[src/rtl/i2s_mic_rx.sv]
// i2s_mic_rx: I2S master for four stereo mic lines; generates SCK/WS and captures
// the top OUT_W bits of each left/right slot, publishing one complete frame at a time.
module i2s_mic_rx #(
    parameter int CLK_DIV = 8,
    parameter int OUT_W   = 16
) (
    input  logic               clk,
    input  logic               rst,
    input  logic               en,
    input  logic [3:0]         mic_da,
    output logic               mic_clk,
    output logic               mic_ws,
    output logic [4*OUT_W-1:0] smp_l,
    output logic [4*OUT_W-1:0] smp_r,
    output logic               smp_valid,
    output logic               busy
);
    typedef enum logic [1:0] {IDLE, RUN, DRAIN} state_t;
    localparam logic [7:0] DIV_TC = 8'(CLK_DIV - 1);
    localparam logic [4:0] LAST_P = 5'(OUT_W);
    state_t             r_state;
    logic [7:0]         r_div;
    logic [5:0]         r_bit;
    logic               r_sck;
    logic               r_ws;
    logic               r_valid;
    logic [4*OUT_W-1:0] r_sh_l;
    logic [4*OUT_W-1:0] r_sh_r;
    logic [4*OUT_W-1:0] r_hold_l;
    logic [4*OUT_W-1:0] r_smp_l;
    logic [4*OUT_W-1:0] r_smp_r;
    logic               w_tc;
    logic               w_rise;
    logic               w_fall;
    logic               w_cap;
    logic               w_last;
    logic [4:0]         w_p;
    logic [5:0]         w_bit_nxt;
    logic [4*OUT_W-1:0] w_sh_l;
    logic [4*OUT_W-1:0] w_sh_r;
    assign w_tc      = r_state != IDLE && r_div == DIV_TC;
    assign w_rise    = w_tc && !r_sck;
    assign w_fall    = w_tc && r_sck;
    assign w_p       = r_bit[4:0];
    // p=0 is the I2S delay bit; anything past OUT_W is truncated away
    assign w_cap     = w_rise && w_p != 5'd0 && w_p <= LAST_P;
    assign w_last    = w_rise && w_p == LAST_P;
    assign w_bit_nxt = r_bit + 6'd1;
    for (genvar g = 0; g < 4; g++) begin : g_line
        assign w_sh_l[g*OUT_W +: OUT_W] = (r_sh_l[g*OUT_W +: OUT_W] << 1) | OUT_W'(mic_da[g]);
        assign w_sh_r[g*OUT_W +: OUT_W] = (r_sh_r[g*OUT_W +: OUT_W] << 1) | OUT_W'(mic_da[g]);
    end
    always_ff @(posedge clk) begin
        if (rst) begin
            r_state  <= IDLE;
            r_div    <= '0;
            r_bit    <= '0;
            r_sck    <= 1'b0;
            r_ws     <= 1'b0;
            r_valid  <= 1'b0;
            r_sh_l   <= '0;
            r_sh_r   <= '0;
            r_hold_l <= '0;
            r_smp_l  <= '0;
            r_smp_r  <= '0;
        end else begin
            r_valid <= w_last && r_bit[5];
            if (r_state == IDLE) begin
                r_div    <= '0;
                r_bit    <= '0;
                r_sck    <= 1'b0;
                r_ws     <= 1'b0;
                r_sh_l   <= '0;
                r_sh_r   <= '0;
                r_hold_l <= '0;
                if (en) r_state <= RUN;
            end else begin
                r_div <= w_tc ? '0 : r_div + 8'd1;
                if (w_tc) r_sck <= !r_sck;
                if (w_fall) begin
                    r_bit <= w_bit_nxt;
                    r_ws  <= w_bit_nxt[5];
                end
                if (w_cap && !r_bit[5]) r_sh_l <= w_sh_l;
                if (w_cap && r_bit[5]) r_sh_r <= w_sh_r;
                if (w_last && !r_bit[5]) r_hold_l <= w_sh_l;
                // left and right of the same frame are published together
                if (w_last && r_bit[5]) begin
                    r_smp_l <= r_hold_l;
                    r_smp_r <= w_sh_r;
                end
                if (w_fall && r_bit == 6'd63 && r_state == DRAIN && !en) r_state <= IDLE;
                else if (r_state == RUN && !en) r_state <= DRAIN;
                else if (r_state == DRAIN && en) r_state <= RUN;
            end
        end
    end
    assign mic_clk   = r_sck;
    assign mic_ws    = r_ws;
    assign smp_l     = r_smp_l;
    assign smp_r     = r_smp_r;
    assign smp_valid = r_valid;
    assign busy      = r_state != IDLE;
endmodule

[config.mk]
export PLATFORM = sky130hd
export DESIGN_NAME = i2s_mic_rx
export DESIGN_NICKNAME = d
export VERILOG_FILES = /design/src/rtl/i2s_mic_rx.sv
export SDC_FILE = /design/constraint.sdc
export NUM_CORES = 1
export LEC_CHECK = 0
export ABC_CLOCK_PERIOD_IN_PS = 2000
export BUFFER_PORTS_ARGS = -buffer_cell sky130_fd_sc_hd__buf_2
export CORE_MARGIN = 3
export CORE_UTILIZATION = 30
export CTS_CLUSTER_DIAMETER = 50
export DETAILED_ROUTE_END_ITERATION = 7
export GPL_TIMING_DRIVEN = 1
export SLEW_MARGIN = 30
export SYNTH_ARGS = -nofsm -noshare
export SYNTH_HDL_FRONTEND = slang
export SYNTH_SLANG_ARGS = --single-unit
export TNS_END_PERCENT = 5
[constraint.sdc]
create_clock -name clk -period 2 [get_ports clk]
set_clock_uncertainty 0.2 [all_clocks]
set_input_delay 0.1 -clock clk [delete_from_list [all_inputs] [get_ports clk]]
set_output_delay 0.1 -clock clk [all_outputs]
set_load 0.01 [all_outputs]
-- After elaboration in Yosys (flattened, before gate mapping)
Index checks and enable logic that the tools add are counted.
- $lt $le $gt $ge: 1
- reduce and logical (&&, ||, !) cells: 26
- mux-type cells: 5
- shift-type cells: 0
- bitwise logic cells: 9
- equal/unequal tests: 6
- divide/modulo/power cells: 0
- $add $sub $neg: 2
- $mul: 0
- operator list (operator ; number):
    bitwise OR 16 x 1 -> 16 bit ; 8
    logical AND 1 bit ; 15
    two-way mux 2 bit ; 5
    adder 8 x 1 -> 8 bit (second input constant) ; 1
    == test 8 x 3 -> 1 bit (second input constant) ; 1
    adder 6 x 1 -> 6 bit (second input constant) ; 1
    == test 6 bit (second input constant) ; 1
    == test 5 bit (second input constant) ; 1
    <= comparator 5 bit (second input constant) ; 1
    nonzero test 5 bit ; 1
    AND reduction 2 bit ; 2
    nonzero test 4 bit ; 1
    logical NOT 1 bit ; 3
    OR reduction 3 bit ; 1
    == test 2 x 1 -> 1 bit (second input constant) ; 1
    == test 2 bit (second input constant) ; 1
    logical NOT 2 bit ; 1
    != test 2 bit (second input constant) ; 1
    nonzero test 2 bit ; 1
    OR reduction 2 bit ; 1
    NOT 1 bit ; 1
- memories kept: 0
- output and inout port bits: 132
- flip-flop bits (word level): 337
- logic and storage cells: 60
- bits in latches: 0
- input bits: 7
- RAM bits: 0
- memory bits (read-only): 0

-- Logic depth before layout (Yosys ltp)
- depth in word-level cells: 8
- gate-level depth with buffers: 8
- mapped depth without buffers: 6

-- Worst setup path after synthesis
No wires, ideal clock.
- kind: flip-flop to flip-flop
- start: register r_div[0]
- end: register r_sh_l[30]
- data required time: 1728 ps
- slack: 46 ps
- path buffers: 1
- clock period less this slack: 1954 ps
- arrival: 1682 ps
- library setup time: 72 ps
- stages on the path, launching flop included: 7
- path through: dfxtp_1 > ha_1 > and4bb_4 > nand4_4 > nor2_4 > buf_12 > mux2i_1
- cells in the longest elaborated chain, start to end: 6
- RTL lines (item ; line ; text):
    start: declaration ; 22 ; logic [7:0] r_div;
    start signal: assignment ; 78 ; r_div <= w_tc ? '0 : r_div + 8'd1;
    == test 8 x 3 -> 1 bit ; 41 ; assign w_tc = r_state != IDLE && r_div == DIV_TC;
    logical AND 1 bit ; 41 ;
    logical AND 1 bit ; 42 ; assign w_rise = w_tc && !r_sck;
    logical AND 1 bit (2 in series) ; 46 ; assign w_cap = w_rise && w_p != 5'd0 && w_p <= LAST_P;
    logical AND 1 bit ; 84 ; if (w_cap && !r_bit[5]) r_sh_l <= w_sh_l;
    end signal: assignment ; 84 ;
    end: declaration ; 27 ; logic [4*OUT_W-1:0] r_sh_l;
No other way between the ends.
A chain may end at the register's enable or synchronous reset.

-- Worst setup path after layout
- start: register r_bit[0]
- end: register r_sh_r[33]
- cells in the longest elaborated chain, start to end: 4
- elaborated cells between the ends (all ways): 5
- those cells by class: order compare: 1; reduce/logical: 4
- RTL lines (item ; line ; text):
    start: declaration ; 23 ; logic [5:0] r_bit;
    start signal: assignment ; 81 ; r_bit <= w_bit_nxt;
    parallel branches: the longest is 2 deep, another holds <= comparator 5 bit ; -- ;
    logical AND 1 bit (*) ; 46 ;
    logical AND 1 bit (*) ; 85 ; if (w_cap && r_bit[5]) r_sh_r <= w_sh_r;
    end signal: assignment ; 85 ;
    end: declaration ; 28 ; logic [4*OUT_W-1:0] r_sh_r;
Mark *: on every way between the ends.

==> run_results.csv <==
group,metric,value,unit
synth,netlist_instances,1277,
sta,rsz0062_at_grt,"yes",
setup_path,critPathKind,"reg2reg",
grt,first_global_vias,9152,
cells_and_area,multi_input_area,0.00517,mm2
setup_path,crit_fanout,16,
sta,fmax,0.490,GHz
die,dieArea,0.0441,mm2
synth,synth_area,0.0125,mm2
synth,synth-simple-area-share,13.9,%
clock_network,htree_levels,2,
cells_and_area,area_growth,24.1,%
setup_path,endpoint_kind,"register",
flow_run,cap_violations,0,
clock_network,clk_pin_slew,0.06,ns
grt,use_met1,17.3,%
cells_and_area,nets,1424,
sta,fin_ws,-0.0418,ns
synth,synth_mux_area_share,14.9,%
route,drc,0,
die,die_w,210,um
clock_network,clk_latency,0.55,ns
cells_and_area,n_fill_cell,4101,
grt,busiest_layer,"met2",
die,start_util,30.5,%
clock_network,cts-buffers-inserted,42,
placement,post_dp_cell_area,0.0137,mm2
route,vias_per_cell,4.81,
grt,grt_max_degree,82,
route,wire_per_inst,15.7,um
run_status,status,"finished, violations left",
sta,worst_pin_slew,0.726,ns
power_and_ir_drop,power_density,927,mW/mm2
synth,synth_top_family_by_area,"multiplexers",
grt,track_usage,13.4,%
cells_and_area,final_core_util,37.8,%
die,die_h,210,um
setup_path,critPathSlowestCell,"dfxtp_2",
route,drt_iter0_drc,471,
placement,dp_hpwl,19.2,mm
grt,grt_antenna_before_repair,0,
setup_path,arrival,2.31,ns
synth,synth-xor-area-share,0.903,%
die,rows,74,
grt,grt_use_met2,21.9,%
synth,synth_nets,1287,
synth,synth.distinct_cells,44,
synth,yosysWarnings,0,
grt,grt_util_met3,3.98,%
power_and_ir_drop,p_leak,0.00547,uW
grt,grt_pass1_wl,48.5,mm
sta,slew_viol_final,0,
placement,portBuffers,138,
synth,syn_avg_cell_area,9.77,um2
cells_and_area,drive_gt1_share,21.5,%
clock_network,numClockSinks,330,
route,dr.pass1.iters,5,
setup_path,worst-path-buf-inv,3,
die,core,0.0409,mm2
sta,period_needed,2.04,ns
synth,synth_fa_ha_area_share,0.301,%
grt,grt-ovfl-total,0,
clock_network,tritoncts,"built",
setup_path,cp_top_family,"simple AND/OR/NAND/NOR gates",
sta,hold_viol,0,
setup_path,crit_path_start_kind,"register",
synth,ys_seq_area_share,53.0,%
synth,synth_compound_area_share,10.5,%
sta,post-route-period-util,102,%
route,dr_total_vias,9504,
cells_and_area,seq_area,0.00662,mm2
synth,ys_seq_elements,330,
route,finalWirelength,31.0,mm
route,postRouteAntennaNets,0,
power_and_ir_drop,ir_drop,0.724,mV
clock_network,clock_path_buffers,3,
min_path,min_path_type,"in2reg",
run_status,violations,"negative setup slack",
setup_path,required,2.27,ns
placement,gp_congestion,0.719,
setup_path,slowest_delay,0.32,ns
cells_and_area,final_cell_area,0.0155,mm2
setup_path,path_cells,"inv_2 -> ha_1 -> nor3b_4 -> xor2_2 -> nor3_2 -> buf_4 -> buf_12 -> mux2i_1",
cells_and_area,diodes,0,
sta,slew_headroom,51.6,%
die,io_pins,139,
sta,finalSetupViolations,38,
clock_network,clock-root-buffer,"clkbuf_16",
sequential cells by signal, summed over array words and instances (netlist names):
name / count
r_state: 2
smp_r: 64
r_hold_l: 64
smp_valid: 1
mic_clk: 1
r_sh_l: 60
smp_l: 64
r_sh_r: 60
r_bit: 6
r_div: 8
per-stage QoR:
step | setup WS [ns] | std cells | total power [uW] | hold slack (ns) | TNS (ns)
after global routing | -0.153 | 1977 | 14900 | 0.180 | -15.22
after CTS | -0.0772 | 1968 | 14600 | 0.139 | -1.33
final | -0.0418 | 1977 | 14400 | 0.185 | -0.496
after floorplan | 0.0461 | 1277 | 6840 | 0.0174 | 0
after global placement | -0.0646 | 1883 | 6910 | 0.152 | -5.70
after detailed placement | -0.115 | 1883 | 6910 | 0.163 | -9.02
final timing paths:
kind | from | endpoint | slack, ns | depth (start not counted)
max | r_bit[0] | r_sh_r[33] | -0.04 | 8
min | mic_da[1] | smp_r[16] | 0.18 | 4
max reg2reg | r_bit[0] | r_sh_r[33] | -0.04 | 8
min reg2reg | r_div[0] | r_div[0] | 0.23 | 1
worst reg2reg max path, cell delays in order, from the launching register on:
cell     delay [ns]
dfxtp_2        0.32
inv_2          0.06
ha_1           0.14
nor3b_4        0.30
xor2_2         0.15
nor3_2         0.22
buf_4          0.20
buf_12         0.18
mux2i_1        0.21
report_power, final:
| part | switching, uW | internal (uW) | total (uW) |
|---|---|---|---|
| registers | 3.71 | 6580 | 6580 |
| clock network | 3000 | 4580 | 7580 |
| logic | 146 | 51.7 | 198 |
per-layer routing:
| metal | vias up | wire (um) |
|---|---|---|
| met2 | 173 | 14300 |
| met5 | - | 0 |
| met3 | 42 | 1770 |
| li1 | 4728 | - |
| met4 | 0 | 567 |
| met1 | 4561 | 14300 |
cell type report:
type                    count  area share (%)
clock inverters            21            1.54
inverters                   3          0.0728
clock buffers              54            7.54
multi-input cells         832            33.4
repair buffers            205            10.4
flip-flops and latches    330            42.7
well taps                 532            4.30
cells in the final DEF, fill, tap and decap left out, types with 3 or more instances in the layout:
master         instances
a21oi_2               14
dlygate4sd3_1          7
buf_2                137
a21oi_1              116
xor2_1                 6
clkinvlp_4             5
clkbuf_8               5
nand3_2                3
nand3_1              131
nor2_1                17
clkbuf_1               6
o21ai_0               94
nand2_1              193
dfxtp_2                4
dfxtp_1              325
clkbuf_16             47
bufinv_16              3
inv_6                  7
mux2i_1              186
xnor2_1                5
buf_4                 31
buf_12                20
buf_16                 3
buf_6                  3
o21ai_1               34
cells in the mapped netlist, drive strengths merged:
cell	count	area (um2)
a21oi	130	651
and4	1	10.0
nand4b	1	8.76
nand3	134	671
and2	1	6.26
dfxtp	330	6610
ha	3	37.5
nand2b	1	6.26
nor2	20	98.8
buf	56	562
and4bb	1	16.3
mux2i	186	1860
clkbuf	56	250
or3	2	17.5
nand4	3	40.0
nand2	194	731
inv	3	11.3
and3	3	20.0
nor3b	1	18.8
o211ai	1	7.51
nand4bb	1	11.3
o21ai	129	646
xor2	7	68.8
xnor2	5	43.8
nor2b	1	6.26
nor3	3	26.3
nor4b	1	8.76
nor4	3	31.3
cells by family (layout without fill, tap and decap cells):
logic type	after synthesis	in the layout
xor gates and xnor gates	12	12
DFF	330	330
and+or+nand+nor	371	371
adders and majority gates	3	3
AOI/OAI and AO/OA	260	260
muxes	186	186
buffers and inverters	115	283
timing repair:
action,in CTS,in global routing
endpoints found under the setup margin,170,312
gates cloned,0,5
buffers inserted,3,4
endpoints found under the hold margin,176,0
hold buffers,7,0
pin swaps,1,3
gates resized for setup,9,55
No activity file was read; power rests on OpenSTA's default activity.
